[src/rtl/musteri_arbiter.sv]
// Two-customer priority arbiter with bounded service window and status lamps.
// Optional starvation aging is enabled by defining ARB_AGING_EN.
module musteri_arbiter #(
   parameter int unsigned SERVICE_CYCLES = 4
`ifdef ARB_AGING_EN
   ,
   parameter int unsigned AGE_LIMIT = 3
`endif
) (
   input  logic       clk,
   input  logic       rst,
   input  logic       req1,
   input  logic       req2,
   input  logic [1:0] musteri1,
   input  logic [1:0] musteri2,
   input  logic       done,
   output logic       grant1,
   output logic       grant2,
   output logic       yesil,
   output logic       kirmizi,
   output logic       sari
);

   typedef enum logic [1:0] {
      IDLE,
      SERVE,
      GAP
   } state_t;

   state_t     state_q, state_d;
   logic [7:0] cnt_q, cnt_d;
   logic       owner_q, owner_d;
   logic       last_q, last_d;
   logic       grant1_q, grant1_d;
   logic       grant2_q, grant2_d;
   logic       sari_q, sari_d;
   logic       win2;
   logic       req_own;

`ifdef ARB_AGING_EN
   logic [1:0] loss1_q, loss1_d;
   logic [1:0] loss2_q, loss2_d;
   logic       aged1, aged2;

   assign aged1 = (loss1_q == 2'(AGE_LIMIT));
   assign aged2 = (loss2_q == 2'(AGE_LIMIT));
`endif

   // owner/last encoding: 0 = customer 1, 1 = customer 2
   always_comb begin
      win2 = 1'b0;
      if (req2 && !req1) begin
         win2 = 1'b1;
      end else if (req1 && req2) begin
`ifdef ARB_AGING_EN
         if (aged1 != aged2)
            win2 = aged2;
         else if (aged1)
            win2 = !last_q;
         else
`endif
         if (musteri1 != musteri2)
            win2 = (musteri2 > musteri1);
         else
            win2 = !last_q;
      end
   end

   assign req_own = owner_q ? req2 : req1;

   always_comb begin
      state_d = state_q;
      cnt_d   = cnt_q;
      owner_d = owner_q;
      last_d  = last_q;
`ifdef ARB_AGING_EN
      loss1_d = loss1_q;
      loss2_d = loss2_q;
`endif
      unique case (state_q)
         IDLE: begin
            if (req1 || req2) begin
               state_d = SERVE;
               owner_d = win2;
               last_d  = win2;
               cnt_d   = 8'(SERVICE_CYCLES - 1);
`ifdef ARB_AGING_EN
               if (win2) begin
                  loss2_d = 2'd0;
                  if (req1 && !aged1)
                     loss1_d = loss1_q + 2'd1;
               end else begin
                  loss1_d = 2'd0;
                  if (req2 && !aged2)
                     loss2_d = loss2_q + 2'd1;
               end
`endif
            end
         end
         SERVE: begin
            if (cnt_q == 8'd0 || done || !req_own) begin
               state_d = GAP;
               cnt_d   = 8'd0;
            end else begin
               cnt_d = cnt_q - 8'd1;
            end
         end
         GAP: state_d = IDLE;
         default: state_d = IDLE;
      endcase
      grant1_d = (state_d == SERVE) && !owner_d;
      grant2_d = (state_d == SERVE) && owner_d;
      sari_d   = (state_d == GAP);
   end

   always_ff @(posedge clk or posedge rst) begin
      if (rst) begin
         state_q  <= IDLE;
         cnt_q    <= 8'd0;
         owner_q  <= 1'b0;
         last_q   <= 1'b1;
         grant1_q <= 1'b0;
         grant2_q <= 1'b0;
         sari_q   <= 1'b0;
`ifdef ARB_AGING_EN
         loss1_q  <= 2'd0;
         loss2_q  <= 2'd0;
`endif
      end else begin
         state_q  <= state_d;
         cnt_q    <= cnt_d;
         owner_q  <= owner_d;
         last_q   <= last_d;
         grant1_q <= grant1_d;
         grant2_q <= grant2_d;
         sari_q   <= sari_d;
`ifdef ARB_AGING_EN
         loss1_q  <= loss1_d;
         loss2_q  <= loss2_d;
`endif
      end
   end

   assign grant1  = grant1_q;
   assign grant2  = grant2_q;
   assign yesil   = grant1_q;
   assign kirmizi = grant2_q;
   assign sari    = sari_q;

endmodule
[config.mk]
export PLATFORM = sky130hd
export DESIGN_NAME = musteri_arbiter
export DESIGN_NICKNAME = d
export VERILOG_FILES = /design/src/rtl/musteri_arbiter.sv
export SDC_FILE = /design/constraint.sdc
export NUM_CORES = 1
export LEC_CHECK = 0
export BUFFER_PORTS_ARGS = -buffer_cell sky130_fd_sc_hd__buf_4
export CORE_AREA = 2 2 42 44
export CTS_BUF_LIST = sky130_fd_sc_hd__clkbuf_4 sky130_fd_sc_hd__clkbuf_8
export DETAILED_ROUTE_END_ITERATION = 6
export DIE_AREA = 0 0 44 46
export MAX_ROUTING_LAYER = met4
export PLACE_DENSITY_LB_ADDON = 0.05
export SLEW_MARGIN = 10
export SYNTH_ARGS = -nofsm -noshare
export SYNTH_HDL_FRONTEND = slang
export SYNTH_SLANG_ARGS = --single-unit
[constraint.sdc]
create_clock -name clk -period 2.2 [get_ports clk]
set_input_delay 0.11 -clock clk [delete_from_list [all_inputs] [get_ports clk]]
set_output_delay 0.11 -clock clk [all_outputs]
set_load 0.005 [all_outputs]
# Word-level counts from Yosys, hierarchy flattened
# Index checks and enable logic that the tools add are counted.
dict set report totals {
  reg_bits 15
  out_inout_bits 5
  elab_cells 42
}
dict set report classes {
  add_sub_neg 1
  order_cmp 1
  n_eq_ne 5
  n_mux 12
  reduce_logical 16
}
# cell count
set ops {}
lappend ops {{8-bit 2-to-1 mux} 2}
lappend ops {{8-bit case mux with 2 select lines} 1}
lappend ops {{8-bit logical NOT} 1}
lappend ops {{8-bit by 1-bit subtractor with 8-bit output, second input constant} 1}
lappend ops {{1-bit 2-to-1 mux} 6}
lappend ops {{2-bit by 1-bit equality test with 1-bit output, second input constant} 2}
lappend ops {{1-bit logical AND} 4}
lappend ops {{1-bit logical NOT} 4}
lappend ops {{2-bit 2-to-1 mux} 2}
lappend ops {{2-bit case mux with 2 select lines} 1}
lappend ops {{2-bit AND reduction} 2}
lappend ops {{1-bit logical OR} 3}
lappend ops {{2-bit equality test, second input constant} 1}
lappend ops {{2-bit > comparator} 1}
lappend ops {{2-bit logical NOT} 1}
lappend ops {{2-bit != test} 1}
lappend ops {{2-bit != test, second input constant} 1}
lappend ops {{2-bit nonzero test} 1}

# Depth between registers and ports, before layout
# Gate-level depths: netlist (run 1).
dict set report logic_depth {
  depth_word 8
  depth_mapped 6
  ltp_nobuf 6
}

# Worst setup path before layout (run 1)
# Ideal clock, no wire load.
dict set report synth_timing {
  path_kind {register to register}
  from {reg cnt_q[0]}
  to {reg cnt_q[2]}
  setup_time_ns 0.104
  arrival_time_ns 1.424
  required_time_ns 2.096
  slack_ns 0.672
  stages_incl_launch_ff 6
  n_path_buf 0
  period_less_slack_ns 1.528
  path_cell_list {dfrtp_1 > inv_1 > ha_1 > a311oi_4 > nand2_2 > o311ai_1}
}
dict set report synth_via {
  elab_chain_len 5
}
# element line
set synth_lines {}
lappend synth_lines {{from (decl)} 31} ;# logic [7:0] cnt_q, cnt_d;
lappend synth_lines {{from (signal assigned)} 131} ;# cnt_q <= cnt_d;
lappend synth_lines {{branches (longest 3 deep; another with 8-bit by 1-bit subtractor with 8-bit output)} n/a}
lappend synth_lines {{8-bit 2-to-1 mux *} 101} ;# if (cnt_q == 8'd0 || done || !req_own) begin
lappend synth_lines {{8-bit case mux with 2 select lines *} 80} ;# unique case (state_q)
# Every way passes the cells marked *.
# A chain may end at the register's enable or synchronous reset.

# Worst setup path in the final report (run 1)
dict set report layout_timing {
  from {reg cnt_q[0]}
  to {reg cnt_q[6]}
}
# The elaborated chain is that of the path after synthesis.

==> metrics.txt, run 1 <==
status=completed; final worst-path setup slack=501 ps; I/O pin cnt=14; synth warn=0; Reg power frac=a little under two fifths; number of nets in the layout=112; worst r2r src=cnt_q[0]; Setup-failing EPs final=0; Total GRT Usage=approximately 18%; pre-CTS setup slack=523 ps; Area Growth Syn to Fin=16.7%; Gate power share=just under 50%; first-pass GRT wire length=2440 um; Netlist cell types=42; Initial Utilization=between 50% and 60%; min cycle time layout=~1700 ps; H-tree levels=1; CTS buffer count=3; clock tree buffer depth=2; Routed Wire Length=around 1600 um; unrepaired setup endpoints after global routing=no; Max-Cap Viols=0; 1st-iter DRT viols=23; drc violations=0; Final Skew=about 3.4 ps; Yosys reg bits=15; Die ar.=2020 um^2; Row Count=15; Sw Ratio=40.6%; DR vias/cell=5.63; Die Width=about 44 um; Leak=0.458 nW; Clock transition at path regs=about 90 ps; non-filler cells, final=between 100 and 150; NetSw=between 0.5 and 0.6 mW; HP Start=req1; Crit path required time=about 2400 ps; Worst setup EP type=flip-flop; setup TNS=0 ps; WP data arrival=1910 ps; Relative slew margins=between 60% and 70%; CP Launch Type=flip-flop; top cells by count, synth=dfrtp_1 (14), inv_1 (7), nand2_1 (7); clk_lat worst skew=~290 ps; final HPWL from detailed placement=1170 um; first-pass iteration count of the detailed router=4; Clock power frac=about an eighth; CTS tree=yes; Critical Path Fanout Max=10; worst r2r path cells=5; Clock Tree Root=clkbuf_4; Max Freq=588 MHz; antenna-violating nets left=0; initial antenna violation count=0; dpl cells=110; Pint=0.751 mW; maximum VDD drop=between 0.8 and 0.9 mV; DR WL/cell=between 10 and 15 um; layout cells sized above 1=26.5%; Tightest Hold Check Type=in2reg; EDFF count, synth=0; final RePlAce weighted congestion=roughly 0.85; final hold vios=0; worst hold path depth=3; final slew viol count=0; reg2reg setup slack=roughly 500 ps; vias after detailed routing=around 650; Final period util=between 70% and 80%; most frequent cell after synthesis=dfrtp_1; post-route cell area=988 um^2; PwrDens=between 1000 and 1500 nW/um^2; largest net degree at the start of global routing=16; post-synthesis sequential area ratio=about 44%; placed instance area=951 um^2; Post-Syn Area per Cell=between 10 and 15 um^2; largest cells by area after synthesis=dfrtp_1 (41%), ha_1 (5.9%), a311oi_4 (3.1%), dfstp_2 (3.1%), inv_1 (3.1%); worst hold margin=155 ps; Post-Syn Area=between 800 and 900 um^2; top_reg_cell synth=dfrtp_1; die height=between 40 and 50 um; Synth area leader=dfrtp_1; critical path class=reg2reg; via count of the first global-routing pass=558; FFs w/ async S/R, synth=100%; Post CTS Setup Buffer Count=0; syn nets=96; Worst Hold End=last_q; Worst Max-Slew Pin Slew=between 500 and 600 ps; total clock sinks=15; R2R Path End=cnt_q[6]; # port buffers=13; post-synth top area share=between 40% and 50%; synthesized instance count=83; total core area=about 1600 um^2; remaining global-route overflow=0; ANT cells=0
-- power groups by stage --
| stage | Clock, mW | Combinational, mW | Sequential (mW) |
|---|---|---|---|
| 2_1_floorplan | 0 | 0.477 | 0.471 |
| 3_3_place_gp | 0 | 0.618 | 0.482 |
| 3_5_place_dp | 0 | 0.625 | 0.484 |
| 4_1_cts | 0.162 | 0.628 | 0.478 |
| 5_1_grt | 0.172 | 0.695 | 0.496 |
| 6_report | 0.162 | 0.626 | 0.478 |
-- cell type report --
type | instances | area (um^2)
Inverter | 7 | 26.3
Multi-Input combinational cell | 57 | 422
Clock buffer | 3 | 22.5
Fill cell | 150 | 626
Sequential cell | 15 | 377
Tap cell | 17 | 21.3
Timing Repair Buffer | 15 | 115
Clock inverter | 1 | 5.00
-- timing repair --
item | CTS | global route
gates resized for setup | 0 | 0
hold buffers | 1 | 0
endpoints found under the hold margin | 14 | 0
-- stage by stage --
stage          util (%)  total power [mW]
5_1_grt            61.2              1.36
4_1_cts            61.2              1.27
2_1_floorplan         -             0.947
3_3_place_gp       58.9              1.10
3_5_place_dp       58.9              1.11
6_report           61.2              1.27
-- kinds of logic (layout without fill, tap and decap cells) --
kind of cell / Yosys count / count (layout) / synth area share [%]
xor+xnor: 1 / 1 / 1.03
fa+ha+maj: 4 / 4 / 5.91
buf+inv: 11 / 26 / 5.76
mux: 1 / 1 / 1.18
simple gates: 33 / 33 / 24.1
flops: 15 / 15 / 44.5
compound gates: 18 / 18 / 17.6
-- placed cells by master (no fill, tap or decap), types with 2 or more instances in the layout --
master	Yosys	layout
ha_1	4	4
buf_4	2	14
nand2_1	7	7
dfrtp_1	14	14
a31oi_1	4	4
nor2_1	6	6
and2_1	2	2
clkbuf_4	0	3
inv_1	7	7
nand2b_1	2	2
nand3_1	2	2
o22ai_1	2	2
-- critical path: stages, from the launching register on --
cell and delay, ps:
dfrtp_1 440, inv_1 90, ha_1 240, a311oi_4 480
a41oi_1 180, a31oi_1 190
-- metal layers --
metal | wire length, um | track usage (%)
met1 | 741 | 22.7
met3 | 87 | 3.97
met4 | 29 | 9.70
met2 | 718 | 25.9
met5 | 0 | -
-- flip-flops by register name, summed over array words and instances, names as in the netlist --
signal,cells
cnt_q,8
state_q,2
grant1,1
grant2,1
last_q,1
owner_q,1
sari,1
-- how the worst max path moves through the flow --
stage          startpoint  slack [ps]  endpoint  cells past startpoint
3_3_place_gp     cnt_q[0]         580  cnt_q[6]                      5
5_1_grt          cnt_q[0]         370  cnt_q[2]                      5
2_1_floorplan    cnt_q[0]         670  cnt_q[2]                      5
3_5_place_dp     cnt_q[0]         520  cnt_q[2]                      5
4_1_cts          cnt_q[0]         500  cnt_q[2]                      5
6_report         cnt_q[0]         500  cnt_q[6]                      5
No activity file was read; power rests on OpenSTA's default activity.
==> run 2, diff against run 1 <==
ABC_AREA = 1   (was not set)
CORE_AREA = 2 2 45 47   (was 2 2 42 44)
DIE_AREA = 0 0 47 49   (was 0 0 44 46)
clock period = 1.5 ns   (was 2.2 ns; I/O delays follow)
==> metrics.txt, run 2 <==
Die ar.=2300 um^2 (+14%); Largest Register=cnt_q; maximum VDD drop=1.05 mV (+19%); Relative slew margins=61.7% (-1.7 points); PwrDens=1890 nW/um^2 (+48%); placed instance area=1020 um^2 (+7.1%); max reg flops=8 (unchanged); status=completed; Post-Syn Area=902 um^2 (+6.5%); WP data arrival=1540 ps (-370 ps); # port buffers=13 (unchanged); CTS tree=yes; non-filler cells, final=156 (+36%); die height=49 um (+6.5%); Area Growth Syn to Fin=17.9%; drc violations=0 (unchanged); Die Width=47 um (+6.8%); Routed Wire Length=1580 um (+0.19%); final RePlAce weighted congestion=0.776 (-9.3%); EDFF count, synth=0 (unchanged); post-synthesis sequential area ratio=41.7% (-2.7 points); Netlist cell types=21 (-50%); DR WL/cell=10.1 um (-26%); Final Skew=7.95 ps (+4.59 ps); post-synth top area share=38.8% (-2.5 points); min cycle time layout=1360 ps (-342 ps); dpl cells=151 (+37%); Worst setup EP type=flip-flop; Row Count=16 (+1); total clock sinks=15 (unchanged); synth warn=0 (unchanged); top cells by count, synth=nand2_1 (28), inv_1 (17), dfrtp_1 (14); H-tree levels=1 (unchanged); Yosys reg bits=15 (unchanged); ANT cells=0 (unchanged); FFs w/ async S/R, synth=100% (unchanged); Top Layer Used=met4; layout cells sized above 1=31.0% (+4.5 points); Setup-failing EPs final=0 (unchanged); final slew viol count=0 (unchanged); via count of the first global-routing pass=667 (+20%); Fillers=186 (+24%); post-route cell area=1060 um^2 (+7.6%); CTS buffer count=3 (unchanged); critical path class=reg2reg; wire length on met3=48 um (-45%); CP Launch Type=flip-flop; most common cell after layout, fill and taps aside=nand2_1; Worst Max-Slew Pin Slew=574 ps (+25.6 ps); Final period util=90.5% (+13 points); Max Freq=737 MHz (+25%); remaining global-route overflow=0 (unchanged); top_reg_cell synth=dfrtp_1; number of nets in the layout=143 (+28%); largest net degree at the start of global routing=16 (unchanged); Synth area leader=dfrtp_1; antenna-violating nets left=0 (unchanged); met2 wire length=717 um (-0.14%); setup TNS=0 ps (unchanged); synthesized instance count=113 (+36%); pre-CTS setup slack=106 ps (-417 ps); clk_lat worst skew=280 ps (about the same); Critical Path Fanout Max=7 (-3); Clock Tree Root=clkbuf_4; I/O pin cnt=14 (unchanged); Crit path required time=1680 ps (-730 ps); final worst-path setup slack=142 ps (-358 ps); syn nets=126 (+31%); most frequent cell after synthesis=nand2_1; Tightest Hold Check Type=in2reg; final HPWL from detailed placement=1250 um (+6.8%); Leak=0.593 nW (+29%); initial antenna violation count=0 (unchanged); 1st-iter DRT viols=7 (-70%); first-pass GRT wire length=2700 um (+11%); fin util=57.7% (-3.5 points); unrepaired setup endpoints after global routing=no; final hold vios=0 (unchanged); Total GRT Usage=17.1% (-0.65 points); Max-Cap Viols=0 (unchanged); total core area=1840 um^2 (+14%); most frequent cells in the layout=nand2_1 (28), inv_1 (17), dfrtp_1 (14); largest cells by area after synthesis=dfrtp_1 (39%), nand2_1 (12%), inv_1 (7.1%), ha_1 (5.5%), nor2_4 (3.7%); WL met1=798 um (+7.7%); top flop regs=cnt_q (8), state_q (2); clock tree buffer depth=2 (unchanged); vias after detailed routing=694 (+7.1%); Post-Syn Area per Cell=7.98 um^2 (-22%); DR vias/cell=4.45 (-21%); first-pass iteration count of the detailed router=4 (unchanged); Clock transition at path regs=90 ps (about the same); Initial Utilization=49.0% (-3.5 points)
## run 2: cell types whose count changed after synthesis, moves of 3 or more
| cell | change |
|---|---|
| inv_1 | +10 |
| nand2_1 | +21 |
| nand3_1 | +3 |
| nor2_4 | +3 |
| a31oi_1 | -4 |
| inv_2 | +8 |
## run 2: what timing repair did
item	CTS	global route
gates resized for setup	0	1
hold buffers	1	0
setup endpoints to repair	0	4
setup buffers	0	0
hold endpoints to repair	14	0
## run 2: cell type report
class / instances / area (um^2) / area share [%]
multi-input cells: 71 / 422 / 39.6
flip-flops and latches: 15 / 377 / 35.4
repair buffers: 14 / 108 / 10.1
inverters: 25 / 93.8 / 8.82
well taps: 27 / 33.8 / 3.18
clock buffers: 4 / 30.0 / 2.82
## run 2: routing by layer
layer / vias up / track usage (%)
met5: - / -
met4: 0 / 6.94
met3: 2 / 3.33
met2: 10 / 26.0
met1: 309 / 21.7
li1: 373 / -
## run 2: path summary, 6_finish.rpt
kind / start / to / slack [ps] / depth (start not counted)
worst max-delay path: cnt_q[0] / grant2 / 140 / 9
worst min-delay path: req1 / last_q / 50 / 4
worst max register to register: cnt_q[0] / grant2 / 140 / 9
worst min register to register: last_q / last_q / 470 / 2
max in group asynchronous: rst / last_q / 710 / 3
min in group asynchronous: rst / cnt_q[2] / 410 / 3
## run 2: stage by stage
stage	total power [mW]	hold slack, ps
2_1_floorplan	1.54	-24.2
3_3_place_gp	1.76	173
3_5_place_dp	1.78	187
4_1_cts	2.04	46.4
5_1_grt	2.21	69.0
6_report	2.01	52.5
## run 2: report_power, final
| part | switching (mW) | internal [mW] | leakage (nW) | total, mW |
|---|---|---|---|---|
| Sequential | 0.122 | 0.566 | 0.194 | 0.688 |
| Clock | 0.127 | 0.121 | 0.0184 | 0.248 |
| Combinational | 0.641 | 0.436 | 0.381 | 1.08 |
| Total | 0.891 | 1.12 | 0.593 | 2.01 |
## run 2: cell families after synthesis
| group | after synthesis | synth area share (%) |
|---|---|---|
| AND/OR/NAND/NOR | 54 | 30.5 |
| buffers and inverters | 27 | 12.1 |
| flip-flops | 15 | 41.7 |
| AO/OA/AOI/OAI | 9 | 6.24 |
| XOR/XNOR | 4 | 3.88 |
| adder cells (fa/ha/maj) | 4 | 5.55 |
## run 2: worst max-delay path, stage by stage, from the launching register on
cell,delay [ps]
dfrtp_1,410
inv_1,120
ha_1,160
inv_1,50
nor3_2,120
nand2_2,100
nand3_4,120
nand2_4,60
nand2_1,70
inv_1,30
